## src/rtl/scan_pkg.sv

```systemverilog
// Shared definitions for the scan sequencer and its decoder-side benches:
// FSM encodings, the default blanking length and the timing-counter width rule.
package scan_pkg;

    typedef enum logic [1:0] {
        ST_IDLE  = 2'd0,
        ST_BLANK = 2'd1,
        ST_DWELL = 2'd2
    } scan_state_e;

    localparam int SCAN_NUM_CH           = 4;
    localparam int SCAN_CH_W             = 2;
    localparam int SCAN_BLANK_CYCLES_DEF = 2;

    // One counter times both phases, so it must hold a full dwell and a full blank.
    function automatic int scan_cnt_width(input int dwell_w);
        return (dwell_w > 4) ? dwell_w : 4;
    endfunction

endpackage

```

## src/rtl/scan_next_ch.sv

```systemverilog
// Wrap-around search for the next enabled channel strictly after cur,
// falling back to cur itself when it is the only enabled channel.
module scan_next_ch
    import scan_pkg::*;
(
    input  logic [SCAN_NUM_CH-1:0] mask,
    input  logic [SCAN_CH_W-1:0]   cur,
    output logic [SCAN_CH_W-1:0]   nxt,
    output logic                   wrap
);

    logic [SCAN_CH_W-1:0] idx;
    logic                 found;

    // Walk from the farthest candidate (cur itself) to the nearest, so the
    // nearest enabled channel above cur is the last one written.
    always_comb begin
        nxt   = cur;
        found = 1'b0;
        idx   = cur;
        for (int k = SCAN_NUM_CH; k >= 1; k--) begin
            idx = cur + SCAN_CH_W'(k);
            if (mask[idx]) begin
                nxt   = idx;
                found = 1'b1;
            end
        end
        wrap = found && (nxt <= cur);
    end

endmodule

```

## src/rtl/scan_sequencer.sv

```systemverilog
// Drives a 2-to-4 decoder: walks the enabled channels, blanking the decoder
// for BLANK_CYCLES around every select change and enabling it for the dwell.
module scan_sequencer
    import scan_pkg::*;
#(
    parameter int DWELL_W      = 8,
    parameter int BLANK_CYCLES = SCAN_BLANK_CYCLES_DEF
) (
    input  logic                   clk,
    input  logic                   rst,
    input  logic                   run,
    input  logic [DWELL_W-1:0]     dwell,
    input  logic [SCAN_NUM_CH-1:0] ch_mask,
    output logic                   a,
    output logic                   b,
    output logic                   en,
    output logic                   busy,
    output logic                   frame_done,
    output scan_state_e            dbg_state
);

    localparam int              CW         = scan_cnt_width(DWELL_W);
    localparam logic [CW-1:0]   BLANK_LOAD = CW'(BLANK_CYCLES - 1);

    scan_state_e          state_q, state_d;
    logic [SCAN_CH_W-1:0] ptr_q, ptr_d;
    logic [SCAN_CH_W-1:0] sel_q, sel_d;
    logic [CW-1:0]        cnt_q, cnt_d;
    logic                 en_q, en_d;
    logic                 busy_q, busy_d;
    logic                 fd_q, fd_d;

    logic [SCAN_CH_W-1:0] search_cur;
    logic [SCAN_CH_W-1:0] nxt_ch;
    logic                 nxt_wrap;
    logic [CW-1:0]        dwell_load;
    logic                 cnt_zero;
    logic                 go;

    // Searching "after channel 3" from IDLE yields the lowest enabled channel.
    assign search_cur = (state_q == ST_IDLE) ? SCAN_CH_W'(SCAN_NUM_CH - 1) : ptr_q;

    scan_next_ch u_next_ch (
        .mask (ch_mask),
        .cur  (search_cur),
        .nxt  (nxt_ch),
        .wrap (nxt_wrap)
    );

    assign dwell_load = (dwell == '0) ? '0 : (CW'(dwell) - CW'(1));
    assign cnt_zero   = (cnt_q == '0);
    assign go         = run && (ch_mask != '0);

    always_comb begin
        state_d = state_q;
        ptr_d   = ptr_q;
        sel_d   = sel_q;
        cnt_d   = cnt_q;
        fd_d    = 1'b0;
        case (state_q)
            ST_IDLE: begin
                if (go) begin
                    state_d = ST_BLANK;
                    ptr_d   = nxt_ch;
                    sel_d   = nxt_ch;
                    cnt_d   = BLANK_LOAD;
                end
            end
            ST_BLANK: begin
                if (cnt_zero) begin
                    state_d = ST_DWELL;
                    cnt_d   = dwell_load;
                end else begin
                    cnt_d = cnt_q - CW'(1);
                end
            end
            ST_DWELL: begin
                if (cnt_zero) begin
                    fd_d = nxt_wrap;
                    if (go) begin
                        state_d = ST_BLANK;
                        ptr_d   = nxt_ch;
                        sel_d   = nxt_ch;
                        cnt_d   = BLANK_LOAD;
                    end else begin
                        state_d = ST_IDLE;
                        cnt_d   = '0;
                    end
                end else begin
                    cnt_d = cnt_q - CW'(1);
                end
            end
            default: begin
                state_d = ST_IDLE;
                cnt_d   = '0;
            end
        endcase
        // Outputs follow the next state so they change on the same edge as it.
        en_d   = (state_d != ST_DWELL);
        busy_d = (state_d != ST_IDLE);
    end

    always_ff @(posedge clk) begin
        if (rst) begin
            state_q <= ST_IDLE;
            ptr_q   <= '0;
            sel_q   <= '0;
            cnt_q   <= '0;
            en_q    <= 1'b1;
            busy_q  <= 1'b0;
            fd_q    <= 1'b0;
        end else begin
            state_q <= state_d;
            ptr_q   <= ptr_d;
            sel_q   <= sel_d;
            cnt_q   <= cnt_d;
            en_q    <= en_d;
            busy_q  <= busy_d;
            fd_q    <= fd_d;
        end
    end

    assign a          = sel_q[1];
    assign b          = sel_q[0];
    assign en         = en_q;
    assign busy       = busy_q;
    assign frame_done = fd_q;
    assign dbg_state  = state_q;

endmodule

```

## config.mk

```make
export PLATFORM = sky130hd
export DESIGN_NAME = scan_sequencer
export DESIGN_NICKNAME = d
export VERILOG_FILES = /design/src/rtl/scan_pkg.sv /design/src/rtl/scan_next_ch.sv /design/src/rtl/scan_sequencer.sv
export SDC_FILE = /design/constraint.sdc
export NUM_CORES = 1
export LEC_CHECK = 0
export ABC_AREA = 0
export CELL_PAD_IN_SITES_DETAIL_PLACEMENT = 1
export CELL_PAD_IN_SITES_GLOBAL_PLACEMENT = 1
export CORE_ASPECT_RATIO = 0.9
export CORE_MARGIN = 2
export CORE_UTILIZATION = 35
export DETAILED_ROUTE_END_ITERATION = 8
export PLACE_DENSITY = 0.73
export SLEW_MARGIN = 10
export SYNTH_ARGS = -nofsm -noshare
export SYNTH_HDL_FRONTEND = slang
export SYNTH_SLANG_ARGS = --single-unit
```

## constraint.sdc

```tcl
create_clock -name clk -period 1.93 [get_ports clk]
set_input_delay 0.4825 -clock clk [delete_from_list [all_inputs] [get_ports clk]]
set_output_delay 0.4825 -clock clk [all_outputs]
set_load 0.005 [all_outputs]
```

==> flow_metrics.tcl, run 1 <==
set metrics [dict create \
    status "finished clean" \
    syn_area_um2 1330 \
    worstPathRequired_ns 2.11 \
    vias_per_cell 5.81 \
    grt_start_max_net_pins 18 \
    grtUsageTotal 0.247 \
    clkLatencyLatePin_ns 0.26 \
    synth_area_leaders "dfxtp_1, a21oi_1, a2111oi_4, ha_1, nand2_1" \
    syn_inst 164 \
    critPathCaptureType "flop" \
    wl_per_cell_um 18.3 \
    die_w_um 68.9 \
    worstHoldPathType "reg2reg" \
    whs_ns 0.561 \
    clk_path_buf_depth 2 \
    nNetsFinal 252 \
    h-tree-depth 1 \
    ys_seq_elements 15 \
    overflow 0 \
    cts_tree "yes" \
    drt-initial-drc-count 52 \
    clock_sinks 15 \
    antenna_found_initial 0 \
    clkTransAtPathRegs_ns 0.07 \
    die_h_um 62.4 \
    drive_above_1_share 0.392 \
    drc 0 \
    rows 21 \
    setup_violations 0 \
    grt_pass1_wl_um 8200 \
    area_growth_pct 57.4 \
    final_cell_mix "buf_4, clkdlybuf4s50_1, nand2_1, dfxtp_1, a21oi_1" \
    max-slew-margin-rel 0.632 \
    routed_wl_um 5090 \
    grt_pass1_vias 1690 \
    synth_cell_types 56 \
    path_cells "inv_2 > ha_4 > or3b_4 > buf_6 > a2111oi_4 > o21ai_2 > a31oi_1" \
    antenna_cells 0 \
    yosysTopAreaCellShare 0.227 \
    worstPathArrival_ns 2.05 \
    tightestPinTransition_ns 0.548 \
    fp.dieArea_um2 4290 \
    nFillCells 437 \
    ant_nets 0 \
    peakVddDrop_mv 0.864 \
    core-area_um2 3680 \
    fmax_mhz 533 \
    vias 1614 \
    fin_setup_tns_ns 0 \
    fin_skew_ns 0.00304 \
    cts-root-buf "clkbuf_8" \
    io_pins 22 \
    fin_util 0.567 \
    port_buffers 21 \
    cpMaxStageDelayCell "or3b_4" \
    cts_buffers 3 \
    synth_warnings 0 \
    dp_cells 267 \
    holdBufCountCts 0 \
    critPathMaxFanout 4 \
    start_util 0.360 \
    critPathLaunchType "flop" \
    place.gp.congestion 0.871 \
    synth.avg_cell_area_um2 8.08 \
    maxCapViolCount 0 \
    p_total_w 0.00328 \
    hold_violations 0 \
    path_buf_inv 2 \
    crit_family "compound AO/OA/AOI/OAI gates" \
    syn_nets 183 \
    final_max_slew_viol_count 0 \
    drt_pass1_iterations 4 \
    ys_seq_area_frac 0.227 \
    fin_cells 278 \
    slowest_delay_ns 0.43 \
    min_period_ns 1.88 \
    p_leak_nw 0.857 \
    fin_crit_sh 0.972 \
    yosysTopAreaCell "dfxtp_1" \
    place_hpwl_um 3710 \
    p_per_area_nw_per_um2 1570 \
    mostFrequentLayoutCell "buf_4" \
    rsz0062_at_grt "yes" \
    path_class "reg2reg" \
]
sequential cells by signal, summed over array words and instances (netlist names):
name / cells
busy: 1
ptr_q: 2
frame_done: 1
cnt_q: 8
dbg_state: 2
en: 1
power by group:
group	leakage, nW	switching (W)	internal, W
logic	0.707	0.00127	0.00118
registers	0.124	0.000125	0.000431
clock network	0.0255	0.000128	0.000144
total	0.857	0.00152	0.00176
metal layers:
| layer | share of wire | global-route usage | vias up | routed length (um) |
|---|---|---|---|---|
| li1 | - | - | 776 | - |
| met1 | 0.44 | 0.296 | 801 | 2220 |
| met4 | 0.013 | 0.0686 | 0 | 67 |
| met3 | 0.032 | 0.0342 | 7 | 162 |
| met5 | 0 | 0 | - | 0 |
| met2 | 0.52 | 0.446 | 30 | 2650 |
synthesized netlist by cell type, drive strengths merged:
master	instances
a2111oi	5
a211oi	3
a21boi	1
a21o	2
a21oi	12
a221oi	3
a22oi	1
a2bb2oi	2
a311oi	1
a31oi	5
a41o	3
and3	1
buf	5
clkbuf	4
dfxtp	15
ha	4
inv	11
nand2	12
nand2b	4
nand3	4
nand3b	1
nor2	10
nor2b	3
nor3	5
nor3b	4
nor4	6
nor4b	3
o2111ai	2
o21ai	10
o21ba	1
o2bb2ai	2
o31a	1
o31ai	2
o32a	1
o32ai	1
o41a	1
o41ai	1
or2	3
or3b	1
or4	3
or4bb	1
xnor2	1
xor2	3
final timing paths:
kind	startpoint	to	slack [ns]	cells after the start
worst max-delay path	cnt_q[0]	cnt_q[5]	0.05	7
worst min-delay path	cnt_q[3]	cnt_q[3]	0.56	2
worst max register to register	cnt_q[0]	cnt_q[5]	0.05	7
worst min register to register	cnt_q[3]	cnt_q[3]	0.56	2
cell families after synthesis:
family / share of synthesized area
XOR/XNOR: 0.0264
AND/OR/NAND/NOR: 0.269
AO/OA/AOI/OAI: 0.377
buffers and inverters: 0.0633
flip-flops: 0.227
adder cells (fa/ha/maj): 0.0378
tightest hold or removal path, delay by kind of cell (launching register included):
kind | cells | cell delay, ns
DFF | 1 | 0.36
and+or+nand+nor | 1 | 0.08
AOI/OAI and AO/OA | 1 | 0.08
repair_timing:
action	4_1_cts	5_1_grt
pin swaps	8	8
setup buffers	5	2
endpoints found under the setup margin	11	10
resized for setup	20	20
layout make-up:
class,count,area [um2],area share
Clock buffer,3,41.3,0.0198
Clock inverter,1,5.00,0.00240
Inverter,11,41.3,0.0198
Multi-Input combinational cell,129,1030,0.493
Sequential cell,15,305,0.146
Tap cell,46,57.6,0.0276
Timing Repair Buffer,73,607,0.291
metrics by stage:
step	area [um2]	worst slack, ns
2_1_floorplan	1330	0.0197
3_3_place_gp	1890	-0.460
3_5_place_dp	1890	-0.655
4_1_cts	2020	0.0248
5_1_grt	2090	-0.0458
6_report	2090	0.0546
No activity file was read; power rests on OpenSTA's default activity.
==> run 2, diff against run 1 <==
- MAX_ROUTING_LAYER: default -> met4
==> run 2 against run 1 <==
Compared with the run above:
- maximum frequency down 0.60%
- final cell count did not move
- via count increased by 0.56%
- wire length rose by 0.31%
- register-to-register slack is essentially flat
- global-route usage is 0.66 points higher
- sequential share of layout area unchanged
- critical path depth fell by 1
- design area is the same
- critical endpoint is now cnt_q[0]
- die area is the same
- combinational power barely moved
==> flow_metrics.tcl, run 2 (synthesized netlist as in run 1, its figures left out) <==
set metrics [dict create \
    status "finished clean" \
    nFillCells 437 \
    power_switching_w 0.00152 \
    fp.dieArea_um2 4290 \
    intPower_w 0.00176 \
    cpMaxStageDelayCell "or3b_4" \
    slowest_delay_ns 0.43 \
    largest-register "cnt_q" \
    die_w_um 68.9 \
    grt_pass1_vias 1692 \
    cts_buffers 3 \
    rsz0062_at_grt "yes" \
    worstPathArrival_ns 2.02 \
    worstPathRequired_ns 2.07 \
    nNetsFinal 252 \
    port_buffers 21 \
    holdBufCountCts 0 \
    routed_wl_um 5110 \
    grt_pass1_wl_um 8190 \
    wl_per_cell_um 18.4 \
    drt-initial-drc-count 49 \
    p_seq_frac 0.169 \
    rows 21 \
    setup_slack_ns 0.0433 \
    fmax_mhz 530 \
    p_per_area_nw_per_um2 1570 \
    critPathLaunchType "flop" \
    tightestPinTransition_ns 0.561 \
    min_to "cnt_q[5]" \
    min_from "cnt_q[5]" \
    dp_cells 267 \
    pwr-share-clk 0.083 \
    clkTransAtPathRegs_ns 0.07 \
    fin_crit_sh 0.978 \
    rrSetupSlack_ns 0.04 \
    grtUsageTotal 0.254 \
    ant_nets 0 \
    place.gp.congestion 0.885 \
    pwr-share-comb 0.748 \
    min_period_ns 1.89 \
    path_class "reg2reg" \
    antenna_found_initial 0 \
    die_h_um 62.4 \
    netSwitchingFraction 0.465 \
    core-area_um2 3680 \
    regArea_um2 305 \
    clk_path_buf_depth 2 \
    critPathMaxFanout 4 \
    clkLatencyLatePin_ns 0.26 \
    post-place-ws_ns -0.655 \
    path_cells "inv_2 > ha_4 > or3b_4 > nor4_2 > a311oi_1 > a221oi_1" \
    cts-root-buf "clkbuf_8" \
    mostFrequentLayoutCell "buf_4" \
    overflow 0 \
    fin_skew_ns 0.00334 \
    setup_violations 0 \
    p_total_w 0.00328 \
    drc 0 \
    max-slew-margin-rel 0.623 \
    io_pins 22 \
    h-tree-depth 1 \
    reg2reg_depth 6 \
    antenna_cells 0 \
    multi_input_area_um2 1030 \
    drt_pass1_iterations 4 \
    placed_cell_area_um2 1890 \
    clock_sinks 15 \
    final_area_um2 2090 \
    place_hpwl_um 3710 \
    final_cell_mix "buf_4, clkdlybuf4s50_1, nand2_1, dfxtp_1, a21oi_1" \
    start_util 0.360 \
    vias 1623 \
    vias_per_cell 5.84 \
    drive_above_1_share 0.392 \
    peakVddDrop_mv 0.865 \
    fin_cells 278 \
    cts_tree "yes" \
    regToRegEndpoint "cnt_q[0]" \
    hold_depth 2 \
    area_growth_pct 57.4 \
    maxCapViolCount 0 \
    fin_util 0.567 \
    p_leak_nw 0.857 \
    final_max_slew_viol_count 0 \
    critPathCaptureType "flop" \
    grt_start_max_net_pins 18 \
    worstHoldPathType "reg2reg" \
    r2r-start "cnt_q[0]" \
    hold_violations 0 \
    largest_register_ffs 8 \
]
run 2: cell counts in the layout (fill, tap and decap cells not counted):
No cell type changed its count.
run 2: area by class of cell:
type                            count  share of cell area
Clock inverter                      1             0.00240
Timing Repair Buffer               73               0.291
Clock buffer                        3              0.0198
Tap cell                           46              0.0276
Sequential cell                    15               0.146
Multi-Input combinational cell    129               0.493
Inverter                           11              0.0198
run 2: layer usage:
layer	track usage	share of wire
met5	-	0
met4	0.0686	0.013
met3	0.0342	0.030
met2	0.446	0.52
met1	0.296	0.44
run 2: worst max path at each step:
| stage | cells after the start | from | endpoint |
|---|---|---|---|
| 2_1_floorplan | 8 | ptr_q[1] | frame_done |
| 3_3_place_gp | 8 | ch_mask[3] | frame_done |
| 3_5_place_dp | 8 | ch_mask[3] | frame_done |
| 4_1_cts | 5 | dwell[2] | cnt_q[7] |
| 5_1_grt | 7 | cnt_q[0] | cnt_q[5] |
| 6_report | 6 | cnt_q[0] | cnt_q[0] |
run 2: repair_timing:
action,in CTS,in global routing
endpoints found under the setup margin,11,10
endpoints found under the hold margin,0,0
buffers inserted,5,2
resized for setup,20,20
pin swaps,8,8
run 2: critical path, delay by kind of cell (launching register included):
family / cells / cell delay, ns
flops: 1 / 0.33
buf+inv: 1 / 0.08
fa+ha+maj: 1 / 0.13
simple gates: 2 / 0.79
compound gates: 2 / 0.44
run 2: per-stage QoR:
step	TNS, ns	hold slack (ns)
5_1_grt	-0.122	0.579
3_3_place_gp	-4.62	0.525
4_1_cts	0	0.566
3_5_place_dp	-5.31	0.540
2_1_floorplan	0	0.499
6_report	0	0.561
run 2: power by group through the flow:
stage                     Combinational, W  Sequential, W  Clock, W
after floorplan                    0.00125       0.000528         0
after global placement             0.00201       0.000530         0
after detailed placement           0.00211       0.000542         0
after CTS                          0.00230       0.000536  0.000274
after global routing               0.00263       0.000573  0.000287
final                              0.00245       0.000555  0.000273
